==> src/rtl/drive_pkg.sv <==
// Shared state encodings, command-byte layout and input snapshot type for the manual drive controller.
package drive_pkg;

  localparam int unsigned ST_W  = 4;
  localparam int unsigned CMD_W = 8;

  localparam logic [ST_W-1:0] POWER_OFF    = 4'd0;
  localparam logic [ST_W-1:0] POWER_ON     = 4'd1;
  localparam logic [ST_W-1:0] NOT_STARTING = 4'd2;
  localparam logic [ST_W-1:0] STARTING     = 4'd3;
  localparam logic [ST_W-1:0] MOVING       = 4'd4;

  localparam logic [1:0] CMD_HDR = 2'b10;

  localparam int unsigned FWD     = 0;
  localparam int unsigned BWD     = 1;
  localparam int unsigned LEFT    = 2;
  localparam int unsigned RIGHT   = 3;
  localparam int unsigned PLACE   = 4;
  localparam int unsigned DESTROY = 5;

  // Snapshot of every switch input; used to detect "any input changed".
  typedef struct packed {
    logic power_on;
    logic power_off;
    logic manual_driving;
    logic throttle;
    logic clutch;
    logic brake;
    logic reverse;
    logic turn_left;
    logic turn_right;
    logic place_barrier;
    logic destroy_barrier;
  } drive_in_t;

  // True when a counter of width w can reach value v.
  function automatic bit cnt_fits(input int unsigned w, input longint unsigned v);
    return (w >= 64) || (v <= ((64'd1 << w) - 64'd1));
  endfunction

endpackage

==> src/rtl/manual_drive_ctrl_if.sv <==
// Switch inputs and UART/LED outputs of the manual drive controller.
interface manual_drive_ctrl_if;

  logic       power_on_signal;
  logic       power_off_signal;
  logic       manual_driving_signal;
  logic       throttle_signal;
  logic       clutch_signal;
  logic       brake_signal;
  logic       reverse_signal;
  logic       turn_left_signal;
  logic       turn_right_signal;
  logic       place_barrier_signal;
  logic       destroy_barrier_signal;
  logic [7:0] cmd_byte;
  logic [3:0] state_led;

  modport master (
    output power_on_signal, power_off_signal, manual_driving_signal,
           throttle_signal, clutch_signal, brake_signal, reverse_signal,
           turn_left_signal, turn_right_signal, place_barrier_signal,
           destroy_barrier_signal,
    input  cmd_byte, state_led
  );

  modport slave (
    input  power_on_signal, power_off_signal, manual_driving_signal,
           throttle_signal, clutch_signal, brake_signal, reverse_signal,
           turn_left_signal, turn_right_signal, place_barrier_signal,
           destroy_barrier_signal,
    output cmd_byte, state_led
  );

endinterface

==> src/rtl/hold_counter.sv <==
// Cycle counter that pulses done on the cycle it has counted TARGET consecutive enabled cycles.
module hold_counter #(
  parameter int unsigned CNT_W  = 32,
  parameter int unsigned TARGET = 100_000_000
) (
  input  logic sys_clk,
  input  logic rst_n,
  input  logic en,
  input  logic clr,
  output logic done
);

  localparam logic [CNT_W-1:0] LAST = CNT_W'(TARGET - 1);

  logic [CNT_W-1:0] cnt;

  // Combinational so the owner can act on the exact TARGET-th cycle.
  assign done = en & ~clr & (cnt == LAST);

  always_ff @(posedge sys_clk or negedge rst_n) begin
    if (!rst_n) begin
      cnt <= '0;
    end else if (clr || !en || done) begin
      cnt <= '0;
    end else begin
      cnt <= cnt + CNT_W'(1);
    end
  end

endmodule

==> src/rtl/manual_drive_ctrl.sv <==
// Manual-driving FSM: power-on hold, start/move flow, stall and gear-grind power-off, UART command byte.
// Optional feature: define IDLE_TIMEOUT_EN to power off after IDLE_TIMEOUT_CYC idle cycles.
module manual_drive_ctrl
  import drive_pkg::*;
#(
  parameter int unsigned POWER_ON_HOLD_CYC = 100_000_000,
  parameter int unsigned IDLE_TIMEOUT_CYC  = 500_000_000,
  parameter int unsigned CNT_W             = 32
) (
  input  logic              sys_clk,
  input  logic              rst_n,
  manual_drive_ctrl_if.slave drv
);

  localparam bit CFG_OK = cnt_fits(CNT_W, longint'(POWER_ON_HOLD_CYC)) &&
                          cnt_fits(CNT_W, longint'(IDLE_TIMEOUT_CYC));

  if (!CFG_OK) begin : g_cfg_err
    $error("manual_drive_ctrl: CNT_W too narrow for configured cycle counts");
  end

  logic [ST_W-1:0]  state;
  logic [ST_W-1:0]  next_state;
  logic             dir_rev;
  logic             dir_next;
  logic [CMD_W-1:0] cmd_next;
  logic             hold_done;
  logic             idle_done;

  hold_counter #(.CNT_W(CNT_W), .TARGET(POWER_ON_HOLD_CYC)) u_hold (
    .sys_clk (sys_clk),
    .rst_n   (rst_n),
    .en      ((state == POWER_OFF) && drv.power_on_signal),
    .clr     (state != POWER_OFF),
    .done    (hold_done)
  );

`ifdef IDLE_TIMEOUT_EN
  drive_in_t       in_now;
  drive_in_t       in_q;
  logic [ST_W-1:0] state_q;

  assign in_now = '{
    power_on:        drv.power_on_signal,
    power_off:       drv.power_off_signal,
    manual_driving:  drv.manual_driving_signal,
    throttle:        drv.throttle_signal,
    clutch:          drv.clutch_signal,
    brake:           drv.brake_signal,
    reverse:         drv.reverse_signal,
    turn_left:       drv.turn_left_signal,
    turn_right:      drv.turn_right_signal,
    place_barrier:   drv.place_barrier_signal,
    destroy_barrier: drv.destroy_barrier_signal
  };

  // Previous-cycle copies detect input edges and state changes.
  always_ff @(posedge sys_clk or negedge rst_n) begin
    if (!rst_n) begin
      in_q    <= '0;
      state_q <= POWER_OFF;
    end else begin
      in_q    <= in_now;
      state_q <= state;
    end
  end

  hold_counter #(.CNT_W(CNT_W), .TARGET(IDLE_TIMEOUT_CYC)) u_idle (
    .sys_clk (sys_clk),
    .rst_n   (rst_n),
    .en      ((state == POWER_ON) || (state == NOT_STARTING) || (state == STARTING)),
    .clr     ((in_now != in_q) || (state != state_q)),
    .done    (idle_done)
  );
`else
  assign idle_done = 1'b0;
`endif

  // Next state, latched direction and next command byte.
  always_comb begin
    next_state = state;
    dir_next   = dir_rev;
    cmd_next   = {CMD_HDR, 6'b0};

    case (state)
      POWER_OFF: begin
        if (hold_done) next_state = POWER_ON;
      end
      POWER_ON: begin
        if (drv.manual_driving_signal) next_state = NOT_STARTING;
      end
      NOT_STARTING: begin
        if (drv.throttle_signal && drv.clutch_signal)       next_state = STARTING;
        else if (drv.throttle_signal && !drv.clutch_signal) next_state = POWER_OFF;
      end
      STARTING: begin
        if (drv.throttle_signal && !drv.clutch_signal && !drv.brake_signal) begin
          next_state = MOVING;
          dir_next   = drv.reverse_signal;
        end
      end
      MOVING: begin
        if ((drv.reverse_signal != dir_rev) && !drv.clutch_signal)
          next_state = POWER_OFF;
        else if (drv.brake_signal || drv.clutch_signal || !drv.throttle_signal)
          next_state = STARTING;
      end
      default: next_state = POWER_OFF;
    endcase

    if ((state != POWER_OFF) && (drv.power_off_signal || idle_done))
      next_state = POWER_OFF;

    if (next_state == MOVING) begin
      cmd_next[FWD]     = ~dir_next;
      cmd_next[BWD]     = dir_next;
      cmd_next[LEFT]    = drv.turn_left_signal & ~drv.turn_right_signal;
      cmd_next[RIGHT]   = drv.turn_right_signal & ~drv.turn_left_signal;
      cmd_next[PLACE]   = drv.place_barrier_signal;
      cmd_next[DESTROY] = drv.destroy_barrier_signal;
    end
  end

  always_ff @(posedge sys_clk or negedge rst_n) begin
    if (!rst_n) begin
      state         <= POWER_OFF;
      dir_rev       <= 1'b0;
      drv.cmd_byte  <= {CMD_HDR, 6'b0};
      drv.state_led <= POWER_OFF;
    end else begin
      state         <= next_state;
      dir_rev       <= dir_next;
      drv.cmd_byte  <= cmd_next;
      drv.state_led <= next_state;
    end
  end

endmodule

==> src/flat_wrapper.sv <==
// flat-port wrapper written by rule: the top's interface ports become plain ports
module manual_drive_ctrl_flat import drive_pkg::*;
#(
  parameter int unsigned POWER_ON_HOLD_CYC = 100_000_000,
  parameter int unsigned IDLE_TIMEOUT_CYC  = 500_000_000,
  parameter int unsigned CNT_W             = 32
)
  (sys_clk, rst_n, drv_power_on_signal, drv_power_off_signal, drv_manual_driving_signal, drv_throttle_signal, drv_clutch_signal, drv_brake_signal, drv_reverse_signal, drv_turn_left_signal, drv_turn_right_signal, drv_place_barrier_signal, drv_destroy_barrier_signal, drv_cmd_byte, drv_state_led);
  manual_drive_ctrl_if drv_i ();
  input  logic sys_clk;
  input  logic rst_n;
  input wire logic [$bits(drv_i.power_on_signal)-1:0] drv_power_on_signal;
  input wire logic [$bits(drv_i.power_off_signal)-1:0] drv_power_off_signal;
  input wire logic [$bits(drv_i.manual_driving_signal)-1:0] drv_manual_driving_signal;
  input wire logic [$bits(drv_i.throttle_signal)-1:0] drv_throttle_signal;
  input wire logic [$bits(drv_i.clutch_signal)-1:0] drv_clutch_signal;
  input wire logic [$bits(drv_i.brake_signal)-1:0] drv_brake_signal;
  input wire logic [$bits(drv_i.reverse_signal)-1:0] drv_reverse_signal;
  input wire logic [$bits(drv_i.turn_left_signal)-1:0] drv_turn_left_signal;
  input wire logic [$bits(drv_i.turn_right_signal)-1:0] drv_turn_right_signal;
  input wire logic [$bits(drv_i.place_barrier_signal)-1:0] drv_place_barrier_signal;
  input wire logic [$bits(drv_i.destroy_barrier_signal)-1:0] drv_destroy_barrier_signal;
  output wire logic [$bits(drv_i.cmd_byte)-1:0] drv_cmd_byte;
  output wire logic [$bits(drv_i.state_led)-1:0] drv_state_led;
  assign drv_i.power_on_signal = drv_power_on_signal;
  assign drv_i.power_off_signal = drv_power_off_signal;
  assign drv_i.manual_driving_signal = drv_manual_driving_signal;
  assign drv_i.throttle_signal = drv_throttle_signal;
  assign drv_i.clutch_signal = drv_clutch_signal;
  assign drv_i.brake_signal = drv_brake_signal;
  assign drv_i.reverse_signal = drv_reverse_signal;
  assign drv_i.turn_left_signal = drv_turn_left_signal;
  assign drv_i.turn_right_signal = drv_turn_right_signal;
  assign drv_i.place_barrier_signal = drv_place_barrier_signal;
  assign drv_i.destroy_barrier_signal = drv_destroy_barrier_signal;
  assign drv_cmd_byte = drv_i.cmd_byte;
  assign drv_state_led = drv_i.state_led;
  manual_drive_ctrl #(.POWER_ON_HOLD_CYC(POWER_ON_HOLD_CYC), .IDLE_TIMEOUT_CYC(IDLE_TIMEOUT_CYC), .CNT_W(CNT_W)) u_core (.sys_clk(sys_clk), .rst_n(rst_n), .drv(drv_i));
endmodule
==> config.mk <==
export PLATFORM = sky130hd
export DESIGN_NAME = manual_drive_ctrl_flat
export DESIGN_NICKNAME = d
export VERILOG_FILES = /design/src/rtl/drive_pkg.sv /design/src/rtl/manual_drive_ctrl_if.sv /design/src/rtl/hold_counter.sv /design/src/rtl/manual_drive_ctrl.sv /design/src/flat_wrapper.sv
export SDC_FILE = /design/constraint.sdc
export NUM_CORES = 1
export LEC_CHECK = 0
export BUFFER_PORTS_ARGS = -buffer_cell sky130_fd_sc_hd__buf_4
export CAP_MARGIN = 25
export CORE_ASPECT_RATIO = 0.9
export CORE_MARGIN = 5
export CORE_UTILIZATION = 55
export CTS_CLUSTER_DIAMETER = 30
export DETAILED_ROUTE_END_ITERATION = 10
export GPL_ROUTABILITY_DRIVEN = 0
export PLACE_DENSITY = 0.76
export SETUP_SLACK_MARGIN = 0.05
export SYNTH_ARGS = -nofsm -noshare
export SYNTH_HDL_FRONTEND = slang
export SYNTH_SLANG_ARGS = --single-unit
export TNS_END_PERCENT = 5
==> constraint.sdc <==
create_clock -name sys_clk -period 2.3 [get_ports sys_clk]
set_input_delay 0.46 -clock sys_clk [delete_from_list [all_inputs] [get_ports sys_clk]]
set_output_delay 0.46 -clock sys_clk [all_outputs]
set_load 0.03 [all_outputs]
# After elaboration in Yosys (flattened, before gate mapping)
# Cells that the tools add are included.
# classes
addsub	1
n_mul	0
div	0
magnitude_cmp	0
n_eq_ne	7
n_shift	0
mux	13
bitwise_logic	8
reduce_logical	16
# ops
operator	n
adder 32 x 1 -> 32 bit, second input constant	1
equality test 32 x 27 -> 1 bit, second input constant	1
two-way mux 32 bit	1
two-way mux 4 bit	8
one-hot mux 4 bit (5 select lines)	1
equality test 4 x 2 -> 1 bit, second input constant	2
equality test 4 x 3 -> 1 bit, second input constant	2
logical AND 1 bit	6
two-way mux 6 bit	1
AND 1 bit	4
equality test 4 x 1 -> 1 bit, second input constant	1
logical NOT 1 bit	4
logical NOT 4 bit	1
logical OR 1 bit	4
NOT 1 bit	4
nonzero test 4 bit	1
two-way mux 1 bit	2
inequality test 1 bit	1
# totals
register_bits	43
latchBits	0
ramBits	0
rom_bits	0
elab_cells	49
n_memories	0

# Logic depth before layout (Yosys ltp)
# depth
word_depth	9
mapped_depth	8
ltp_nobuf	6

# Hierarchy
# Synthesis repeated with hierarchy kept, for this count alone.
# hier_totals
hier_cells	229
area_unflattened_um2	2296.0
# by_module_without_submodules
module	n_inst	cells_each	area_per_inst_um2
hold_counter	1	176	1739.2
manual_drive_ctrl	1	53	556.8

# Worst setup path after synthesis
# Ideal clock, no wire load.
# synth_path
path_kind	reg-to-reg
startpoint	register u_core.u_hold.cnt[2]
endpoint	register u_core.u_hold.cnt[26]
setup_time_ns	0.119
arrival_ns	1.613
t_required_ns	2.181
setup_slack_ns	0.568
stages_incl_launch_ff	9
period_less_slack_ns	1.732
cell_sequence	dfrtp_1 and4_1 buf_6 nand4_4 or2_1 buf_6 o21ai_4 buf_4 nor2_1
# synth_between
elab_chain_cells	4
elab_cells_between_ends	5
cone_classes	1 x add/sub; 1 x eq/ne; 1 x mux; 1 x bitwise; 1 x reduce/logical
# synth_rtl
element	line_no	source
from (decl)	hold_counter.sv:15	logic [CNT_W-1:0] cnt;
from (signal assigned)	hold_counter.sv:26	cnt <= cnt + CNT_W'(1);
branches (longest 3 deep; another with adder 32 x 1 -> 32 bit)	--	
two-way mux 32 bit (*)	hold_counter.sv:23	end else if (clr || !en || done) begin
# Every way passes the cells marked *.

# Worst setup path in the final report
# layout_path
startpoint	register u_core.u_hold.cnt[13]
endpoint	register u_core.u_hold.cnt[27]
# The elaborated chain is that of the path after synthesis.

==> impl_metrics.toml <==
[floorplanning]
die-area_um2 = 5400
row_count = 21
dieHeight_um = 70.2
core-area_um2 = 3810
ioPinCount = 25
die_x_um = 76.9
floorplan.initialDensity = 0.582

[run_status]
result_of_the_run = "completed"

[placed_design]
numPortBuffers = 22
post_detail_place_hpwl_mm = 3.15

[timing]
fin_skew_ps = 9.82
highest_achievable_clock_rate_mhz = 484
worst-slew-pin-transition_ps = 524
final_count_of_hold_timing_violations = 0
drv_slew = 0
maxSlewHeadroom = 0.650
final.min_clock_period_ps = 2060
final-setup-viol-count = 0
setup_repair_after_global_routing_missed_its_margin = "no"
layout_worst_path_cycle_share = 0.898
hold_ws_ps = 139
timing.setup.tns_ps = 0

[worst_setup_path]
criticalPathCategory = "reg -> reg"
cp_delay_by_family_top = "simple AND/OR/NAND/NOR gates"
worstRegToRegCells = 5
timing.critical_path.mode_cell = "sky130_fd_sc_hd__o21ai_0"
critPathRequiredTime_ps = 2530
startpoint_class = "flip-flop"
endpoint_kind = "flip-flop"
cp.arrival_ps = 2290
cp_slowest_stage_delay_ps = 510
reg2reg_setup_slack_ps = 240
worst_r2r_endpoint = "u_core.u_hold.cnt[27]"
timing.rr.start = "u_core.u_hold.cnt[13]"
path_cells = "nand4_1 -> nor3_1 -> o21ai_0 -> or4_1 -> o21ai_0"
timing.critical_path.slowest_stage_cell = "sky130_fd_sc_hd__or4_1"
critical_path.max_fanout = 6
worstPathBufferInverterCount = 0

[yosys]
yosys-top-cells-area = "sky130_fd_sc_hd__dfrtp_1 (49%), sky130_fd_sc_hd__nor2_1 (6.8%), sky130_fd_sc_hd__xor2_1 (5.9%)"
yosys.cell_types.count = 40
post-synth-top-count-cell = "sky130_fd_sc_hd__dfrtp_1"
postSynthCellCount = 230
asyncSetResetFlopFracSynth = 1.00
synth.cell_area_um2 = 2220
yosysWarningCount = 0
synth-seq-cells = 43
synth_edf_count = 0
seq_area_frac_synth = 0.486
netlist.top_cell.by_area = "sky130_fd_sc_hd__dfrtp_1"
ys_dominant_reg_cell = "sky130_fd_sc_hd__dfrtp_1"
yosysTopAreaCellShare = 0.486
synth_area_per_cell_um2 = 9.63
synth_top_cells_by_count = "sky130_fd_sc_hd__dfrtp_1 (43), sky130_fd_sc_hd__nor2_1 (40), sky130_fd_sc_hd__nand4_1 (17)"

[pwr]
power.ir.vdd_worst_v = 0.000338
p_leak_nw = 1.06
pwr_density_cell_nw_per_um2 = 558

[routing]
vias = 1706
route.detailed.drc = 0
via_per_inst = 5.71
first_pass_iters = 5
totalWireLength_mm = 4.42
avgRoutedWirePerCell_um = 14.8
drt-initial-drc-count = 110
drtAntennaViolNets = 0

[finish]
n_fill_cell = 307
layout-drive-gt1-share = 0.154
finish.net_count = 267
syn_to_final_growth_pct = 13.3
num_antenna_cells = 0

[global_routing]
grt_pass1_vias = 1628
grt_start_max_net_pins = 44
grt_first_pass_wirelength_mm = 7.55
gr-usage-all-layers = 0.174
grt_remaining_overflow = 0
antenna_found_initial = 0

[clock_network]
cts.clk_slew.worst_paths_ps = 80
clockBufferDepth = 2
clock_buffer_count_from_cts = 5
post-cts-setup-buffer-count = 0
cts_root_buf = "sky130_fd_sc_hd__clkbuf_8"
ctsHtreeMaxLevel = 2
clkLatencyLatePin_ps = 300
clk_sink_count = 43
post_cts_resize_count = 0
clock_tree_from_tritoncts = "built"
post_cts_hold_buffer_count = 0

[worst_hold_path]
hp-class = "in -> async"

[job]
maxCapViolCount = 0
## cell families (layout without fill, tap and decap cells)
kind of cell / after synthesis / after routing / synth area share
simple gates: 123 / 123 / 0.300
other cells: 2 / 3 / 0.00339
compound gates: 21 / 21 / 0.0604
xor+xnor: 26 / 26 / 0.103
fa+ha+maj: 1 / 1 / 0.00565
flops: 43 / 43 / 0.486
mux: 1 / 1 / 0.00508
buf+inv: 13 / 35 / 0.0367
## layout make-up
class	count	area, um2	share of cell area
Clock buffer	5	68.8	0.0274
Clock inverter	2	37.5	0.0150
Inverter	4	15.0	0.00598
Multi-Input combinational cell	175	1060	0.423
Sequential cell	43	1080	0.429
Tap cell	46	57.6	0.0229
Timing Repair Buffer	24	193	0.0768
## cell usage in the layout, fill, tap and decap left out, types with 3 or more instances in the layout
cell                       Yosys  routed
sky130_fd_sc_hd__xnor2_1      11      11
sky130_fd_sc_hd__xor2_1       15      15
sky130_fd_sc_hd__conb_1        2       3
sky130_fd_sc_hd__a21oi_1       4       4
sky130_fd_sc_hd__nor2_1       40      40
sky130_fd_sc_hd__nand3_1       8       8
sky130_fd_sc_hd__inv_1         4       4
sky130_fd_sc_hd__buf_4         4      23
sky130_fd_sc_hd__nand2_1      16      16
sky130_fd_sc_hd__dfrtp_1      43      43
sky130_fd_sc_hd__nor3_1        5       5
sky130_fd_sc_hd__and2_1        6       6
sky130_fd_sc_hd__nor4_1        3       3
sky130_fd_sc_hd__and3_1        3       3
sky130_fd_sc_hd__clkbuf_8      0       5
sky130_fd_sc_hd__and4_1        5       5
sky130_fd_sc_hd__o21ai_0       9       9
sky130_fd_sc_hd__nand4_1      17      17
sky130_fd_sc_hd__or4_1         4       4
## state kept, by name (all words and copies together), names as in the netlist
| signal | flops |
|---|---|
| u_core.dir_rev | 1 |
| u_core.drv.state_led | 4 |
| u_core.u_hold.cnt | 32 |
| u_core.drv.cmd_byte | 6 |
## layer usage
| layer | wire length (um) | share of wire | vias to the layer above | global-route usage |
|---|---|---|---|---|
| li1 | - | - | 844 | - |
| met2 | 1980 | 0.45 | 35 | 0.252 |
| met4 | 85 | 0.019 | 0 | 0.0777 |
| met1 | 2140 | 0.48 | 817 | 0.240 |
| met5 | 0 | 0 | - | 0 |
| met3 | 214 | 0.048 | 10 | 0.0527 |
## power breakdown
part           switching, mW  internal, mW  total (mW)
clock                  0.257         0.317       0.574
sequential           0.00228         0.758       0.760
combinational         0.0421        0.0241      0.0661
## per-stage QoR
stage | utilization | power, mW | worst slack, ps | instances | instance area [um2]
after global placement | 0.631 | 0.842 | 274 | 292 | 2400
after global routing | 0.659 | 1.46 | 57.4 | 299 | 2510
after detailed placement | 0.631 | 0.843 | 267 | 292 | 2400
after floorplan | - | 0.805 | 568 | 231 | 2220
final | 0.659 | 1.40 | 235 | 299 | 2510
after CTS | 0.659 | 1.41 | 268 | 299 | 2510
## worst max-delay path by stage
| stage | to | from | slack, ps | cells after the start |
|---|---|---|---|---|
| floorplan | u_core.u_hold.cnt[26] | u_core.u_hold.cnt[2] | 570 | 8 |
| global placement | u_core.u_hold.cnt[27] | u_core.u_hold.cnt[13] | 270 | 5 |
| detailed placement | u_core.u_hold.cnt[31] | u_core.u_hold.cnt[13] | 270 | 5 |
| CTS | u_core.u_hold.cnt[31] | u_core.u_hold.cnt[13] | 270 | 5 |
| global route | u_core.u_hold.cnt[27] | u_core.u_hold.cnt[13] | 60 | 5 |
| finish | u_core.u_hold.cnt[27] | u_core.u_hold.cnt[13] | 240 | 5 |
No activity file was read; power rests on OpenSTA's default activity.
